$ cat src/rtl/ifu_pkg.sv
// Shared instruction-fetch constants: default reset/exception vectors and PC step.
package ifu_pkg;

  localparam logic [31:0] DEFAULT_RESET_PC = 32'h0000_3000;
  localparam logic [31:0] DEFAULT_EXC_PC   = 32'h0000_4180;
  localparam int unsigned INSTR_BYTES      = 4;

endpackage

$ cat src/rtl/pc_fifo.sv
// DEPTH x WIDTH circular PC store with push/pop/flush and an entry count.
module pc_fifo #(
  parameter int unsigned WIDTH = 32,
  parameter int unsigned DEPTH = 4
) (
  input  logic                     clk,
  input  logic                     reset,
  input  logic                     i_push,
  input  logic                     i_pop,
  input  logic                     i_flush,
  input  logic [WIDTH-1:0]         i_data,
  output logic [WIDTH-1:0]         o_data,
  output logic [$clog2(DEPTH):0]   o_count
);

  localparam int unsigned PtrW = $clog2(DEPTH);

  logic [WIDTH-1:0] r_mem [DEPTH];
  logic [PtrW-1:0]  r_wr_ptr;
  logic [PtrW-1:0]  r_rd_ptr;
  logic [PtrW:0]    r_count;

  // Data array carries no reset; validity is tracked by r_count alone.
  always_ff @(posedge clk) begin
    if (i_push && !reset && !i_flush) begin
      r_mem[r_wr_ptr] <= i_data;
    end
  end

  always_ff @(posedge clk) begin
    if (reset || i_flush) begin
      r_wr_ptr <= '0;
      r_rd_ptr <= '0;
      r_count  <= '0;
    end else begin
      if (i_push) r_wr_ptr <= r_wr_ptr + 1'b1;
      if (i_pop)  r_rd_ptr <= r_rd_ptr + 1'b1;
      unique case ({i_push, i_pop})
        2'b10:   r_count <= r_count + 1'b1;
        2'b01:   r_count <= r_count - 1'b1;
        default: r_count <= r_count;
      endcase
    end
  end

  assign o_data  = r_mem[r_rd_ptr];
  assign o_count = r_count;

endmodule

$ cat src/rtl/pc_fetch_queue.sv
// Sequential PC generator feeding a small fetch queue, with redirect/exception flush.
module pc_fetch_queue
  import ifu_pkg::*;
#(
  parameter int unsigned      WIDTH    = 32,
  parameter int unsigned      DEPTH    = 4,
  parameter logic [WIDTH-1:0] RESET_PC = WIDTH'(DEFAULT_RESET_PC),
  parameter logic [WIDTH-1:0] EXC_PC   = WIDTH'(DEFAULT_EXC_PC)
) (
  input  logic                   clk,
  input  logic                   reset,
  input  logic                   fetch_en,
  input  logic                   redirect_valid,
  input  logic [WIDTH-1:0]       redirect_pc,
  input  logic                   exc_req,
  input  logic                   out_ready,
  output logic                   out_valid,
  output logic [WIDTH-1:0]       out_pc,
  output logic                   out_adel,
  output logic [$clog2(DEPTH):0] level,
  output logic [WIDTH-1:0]       fetch_pc
);

  localparam int unsigned CntW = $clog2(DEPTH) + 1;

  logic [WIDTH-1:0] r_fetch_pc;
  logic [WIDTH-1:0] w_fetch_pc_d;
  logic             w_flush;
  logic             w_push;
  logic             w_pop;
  logic [CntW-1:0]  w_count;
  logic [WIDTH-1:0] w_head;

  assign w_flush = exc_req || redirect_valid;
  assign w_pop   = (w_count != '0) && out_ready && !w_flush;
  // Full queue still accepts a push when the head leaves on the same edge.
  assign w_push  = fetch_en && !w_flush && ((w_count < CntW'(DEPTH)) || w_pop);

  always_comb begin
    w_fetch_pc_d = r_fetch_pc;
    if (exc_req) begin
      w_fetch_pc_d = EXC_PC;
    end else if (redirect_valid) begin
      w_fetch_pc_d = redirect_pc;
    end else if (w_push) begin
      w_fetch_pc_d = r_fetch_pc + WIDTH'(INSTR_BYTES);
    end
  end

  always_ff @(posedge clk) begin
    if (reset) begin
      r_fetch_pc <= RESET_PC;
    end else begin
      r_fetch_pc <= w_fetch_pc_d;
    end
  end

  pc_fifo #(
    .WIDTH (WIDTH),
    .DEPTH (DEPTH)
  ) u_pc_fifo (
    .clk     (clk),
    .reset   (reset),
    .i_push  (w_push),
    .i_pop   (w_pop),
    .i_flush (w_flush),
    .i_data  (r_fetch_pc),
    .o_data  (w_head),
    .o_count (w_count)
  );

  assign out_valid = (w_count != '0);
  assign out_pc    = w_head;
  assign out_adel  = (w_head[1:0] != 2'b00);
  assign level     = w_count;
  assign fetch_pc  = r_fetch_pc;

endmodule
$ cat config.mk
export PLATFORM = sky130hd
export DESIGN_NAME = pc_fetch_queue
export DESIGN_NICKNAME = d
export VERILOG_FILES = /design/src/rtl/ifu_pkg.sv /design/src/rtl/pc_fifo.sv /design/src/rtl/pc_fetch_queue.sv
export SDC_FILE = /design/constraint.sdc
export NUM_CORES = 1
export LEC_CHECK = 0
export CORE_ASPECT_RATIO = 1.1
export CORE_UTILIZATION = 41
export CTS_CLUSTER_DIAMETER = 200
export DETAILED_ROUTE_END_ITERATION = 8
export DONT_BUFFER_PORTS = 1
export PLACE_DENSITY_LB_ADDON = 0.2
export SYNTH_ARGS = -nofsm -noshare
export SYNTH_HDL_FRONTEND = slang
export SYNTH_SLANG_ARGS = --single-unit
$ cat constraint.sdc
create_clock -name clk -period 4.3 [get_ports clk]
set_input_delay 0.645 -clock clk [delete_from_list [all_inputs] [get_ports clk]]
set_output_delay 0.645 -clock clk [all_outputs]
set_load 0.05 [all_outputs]
==> impl_results.md <==
* Status: finished clean
* Routed WL per cell at 23.2 um
* VDD IR max at roughly 0.28 mV
* Core area at 16600 um2
* Largest stage delay on the critical path at 0.69 ns
* Reg2reg start: u_pc_fifo.o_count[2]$_SDFFE_PP0P_
* Skew final at 0.00768 ns
* Crit path buf inv count at 2
* Setup TNS at 0 ns
* CP delay by family, top: simple AND/OR/NAND/NOR gates
* Filler cell count at 1435
* Starting Density at 0.423
* First drt pass iteration count at 4
* Post-synthesis average cell area at 15.5 um2
* Final WL at between 15000 and 20000 um
* FF+latch count, synth at 169
* Post-cts resize count at 0
* Post-CTS Setup Bufs at 0
* Max Fclk at between 0.3 and 0.4 GHz
* CP Cell Sequence: nand2b_1, and3_1, inv_2, ha_1, inv_1, fa_1, xor2_1, or3_1, a21oi_1
* # DRC at 0
* Htree depth at 4
* Setup CP Type: reg2reg
* Critical-path top delay cell: dfxtp_1
* Share of cells above drive strength 1 at 0.184
* Gr usage total at 0.190
* Vias/cell at just under 6
* IO Pins at 107
* Post-Synthesis Cells at 451
* Routed Antenna Nets at 0
* CTS buffer count at 17
* Syn Nets at 496
* Max Cap Viol at 0
* CTS tree: built
* Synthesized area at 7010 um2
* Hold Path End: fetch_pc[13]$_SDFFE_PP1P_
* Synth Flop Type: edfxtp_1
* Row cnt at a little under 50
* Layout Nets at 505
* FFs w/ async S/R, synth at 0
* FF-to-FF path depth at 9
* Vias at 3947
* CP Launch Type: flip-flop
* Warnings, synthesis at 0
* Worst Hold Class: in2reg
* Cell total after placement at around 650
* First-pass GRT wire length at 24600 um
* Routability cong. at 0.809
* Hold Path Cell Cnt at 1
* Commonest non-fill, non-tap cell in the layout: edfxtp_1
* Final Setup Violations at 0
* Fin. Hold Viols at 0
* IO Port Bufs at 0
* Max-slew headroom at 0.347
* Post-synth EDFFs at roughly 130
* Tmin final at 3.11 ns
* Setup crit end kind: flip-flop
* Critical path arrival at approximately 3.4 ns
* Flop2flop setup slack at 1.19 ns
* Leak at roughly 2.5 nW
* Layout Cells excl Fill at 679
* Max FO, Critical Path at 20
* Final Cycle Share at 0.722
* Vias in the first global route at 4120
* Clock latency on the worst-skew pair at 0.42 ns
* Netlist cell types at 51
* RSZ-0062 raised after global routing: no
* Worst hold start: reset
* Clock-pin transition on the worst setup and hold timing paths at roughly 0.060 ns
* Die W at 127 um
* Die height at 139 um
* Hpwl dp at 10400 um
* Largest net degree at the start of global routing at 30
* Initial antenna violation count at 2
* Final slew viol count at 0
* Pwr per Cell Area at 435 nW/um2
* Longest Clk Path Bufs at 2
* Clk root buf: clkbuf_16
* Critical Path RT at 4.63 ns
* DRT iter0 DRCs at 306
* Clk sinks at 169
* Reg-to-reg endpoint: u_pc_fifo.o_count[2]$_SDFFE_PP0P_
* Total gr overflow at 0
* Area growth syn-to-layout at 11.7%
* Seq/Total Area, Yosys at 0.666
* CTS Hold Bufs at 0
* Most frequent cells in the layout: 128 x edfxtp_1, 40 x dfxtp_1, 32 x mux4_2
* Die ar. at 17600 um2
* Worst Tran Pin Value at approximately 0.98 ns
state kept, by name, summed over array words and instances, names as in the netlist, named ones only:
signal / flops
u_pc_fifo.o_count: 3
u_pc_fifo.r_rd_ptr: 2
fetch_pc: 30
u_pc_fifo.r_mem: 128
u_pc_fifo.r_wr_ptr: 2
worst max-delay path by stage:
stage	startpoint	end	slack (ns)	cells after the start
floorplan	u_pc_fifo.o_count[0]$_SDFFE_PP0P_	u_pc_fifo.o_count[2]$_SDFFE_PP0P_	1.64	8
detailed placement	u_pc_fifo.o_count[2]$_SDFFE_PP0P_	u_pc_fifo.o_count[2]$_SDFFE_PP0P_	1.22	9
CTS	flip-flop	out_adel	1.13	2
global route	u_pc_fifo.o_count[2]$_SDFFE_PP0P_	u_pc_fifo.o_count[2]$_SDFFE_PP0P_	0.98	9
finish	u_pc_fifo.o_count[2]$_SDFFE_PP0P_	u_pc_fifo.o_count[2]$_SDFFE_PP0P_	1.19	9
global placement	u_pc_fifo.o_count[2]$_SDFFE_PP0P_	u_pc_fifo.o_count[2]$_SDFFE_PP0P_	1.32	9
through the flow:
| step | hold WS (ns) | power (W) | instance area, um2 | utilization | setup WS, ns |
|---|---|---|---|---|---|
| 2_1_floorplan | 0.485 | 0.00196 | 7010 | - | 1.64 |
| 3_3_place_gp | 0.518 | 0.00198 | 7260 | 0.439 | 1.32 |
| 3_5_place_dp | 0.527 | 0.00199 | 7260 | 0.439 | 1.22 |
| 4_1_cts | 0.316 | 0.00343 | 7820 | 0.473 | 1.13 |
| 5_1_grt | 0.329 | 0.00350 | 7830 | 0.473 | 0.978 |
| 6_report | 0.333 | 0.00340 | 7830 | 0.473 | 1.19 |
worst register-to-register path, delay by kind of cell (launching register included):
family | cells | cell delay (ns)
buffers and inverters | 2 | 0.47
xor gates and xnor gates | 1 | 0.16
and+or+nand+nor | 3 | 0.90
DFF | 1 | 0.69
adders and majority gates | 2 | 0.63
AOI/OAI and AO/OA | 1 | 0.17
cell usage after synthesis (all sizes together), types with 10 or more instances:
cell	instances	share of area
buf	11	0.0089
a31oi	11	0.0098
nand2	18	0.0096
clkbuf	10	0.0054
nand3	17	0.014
mux4	32	0.10
edfxtp	128	0.55
dfxtp	41	0.12
o21ai	13	0.0093
nand4	13	0.018
inv	10	0.0054
xor2	21	0.026
a21oi	19	0.014
and3	11	0.0098
nor2	26	0.015
cell type report:
class / count / area (um2) / area share
Sequential cell: 169 / 4670 / 0.596
Timing Repair Buffer: 11 / 95.1 / 0.0121
Multi-Input combinational cell: 250 / 2200 / 0.281
Inverter: 11 / 41.3 / 0.00527
Clock inverter: 13 / 130 / 0.0166
Tap cell: 204 / 255 / 0.0326
Antenna cell: 2 / 5.00 / 0.000639
Clock buffer: 19 / 433 / 0.0553
where the power goes:
group / total, W / leakage, nW / switching, W / internal [W]
clock: 0.00145 / 0.254 / 0.000605 / 0.000848
combinational: 0.0000977 / 0.754 / 0.0000654 / 0.0000323
sequential: 0.00185 / 1.48 / 0.0000848 / 0.00177
total: 0.00340 / 2.49 / 0.000755 / 0.00265
cells by family after synthesis:
family,synth area share
xor+xnor,0.0325
compound gates,0.0593
flops,0.666
fa+ha+maj,0.0136
simple gates,0.103
buf+inv,0.0202
mux,0.106
routing by layer:
layer,track usage,up-vias,part of all wire
met5,0,-,0
met4,0.0670,0,0.017
met3,0.0590,16,0.079
met2,0.294,148,0.47
met1,0.252,1998,0.43
li1,-,1785,-
Note: power is estimated with default switching activity, not from simulation.
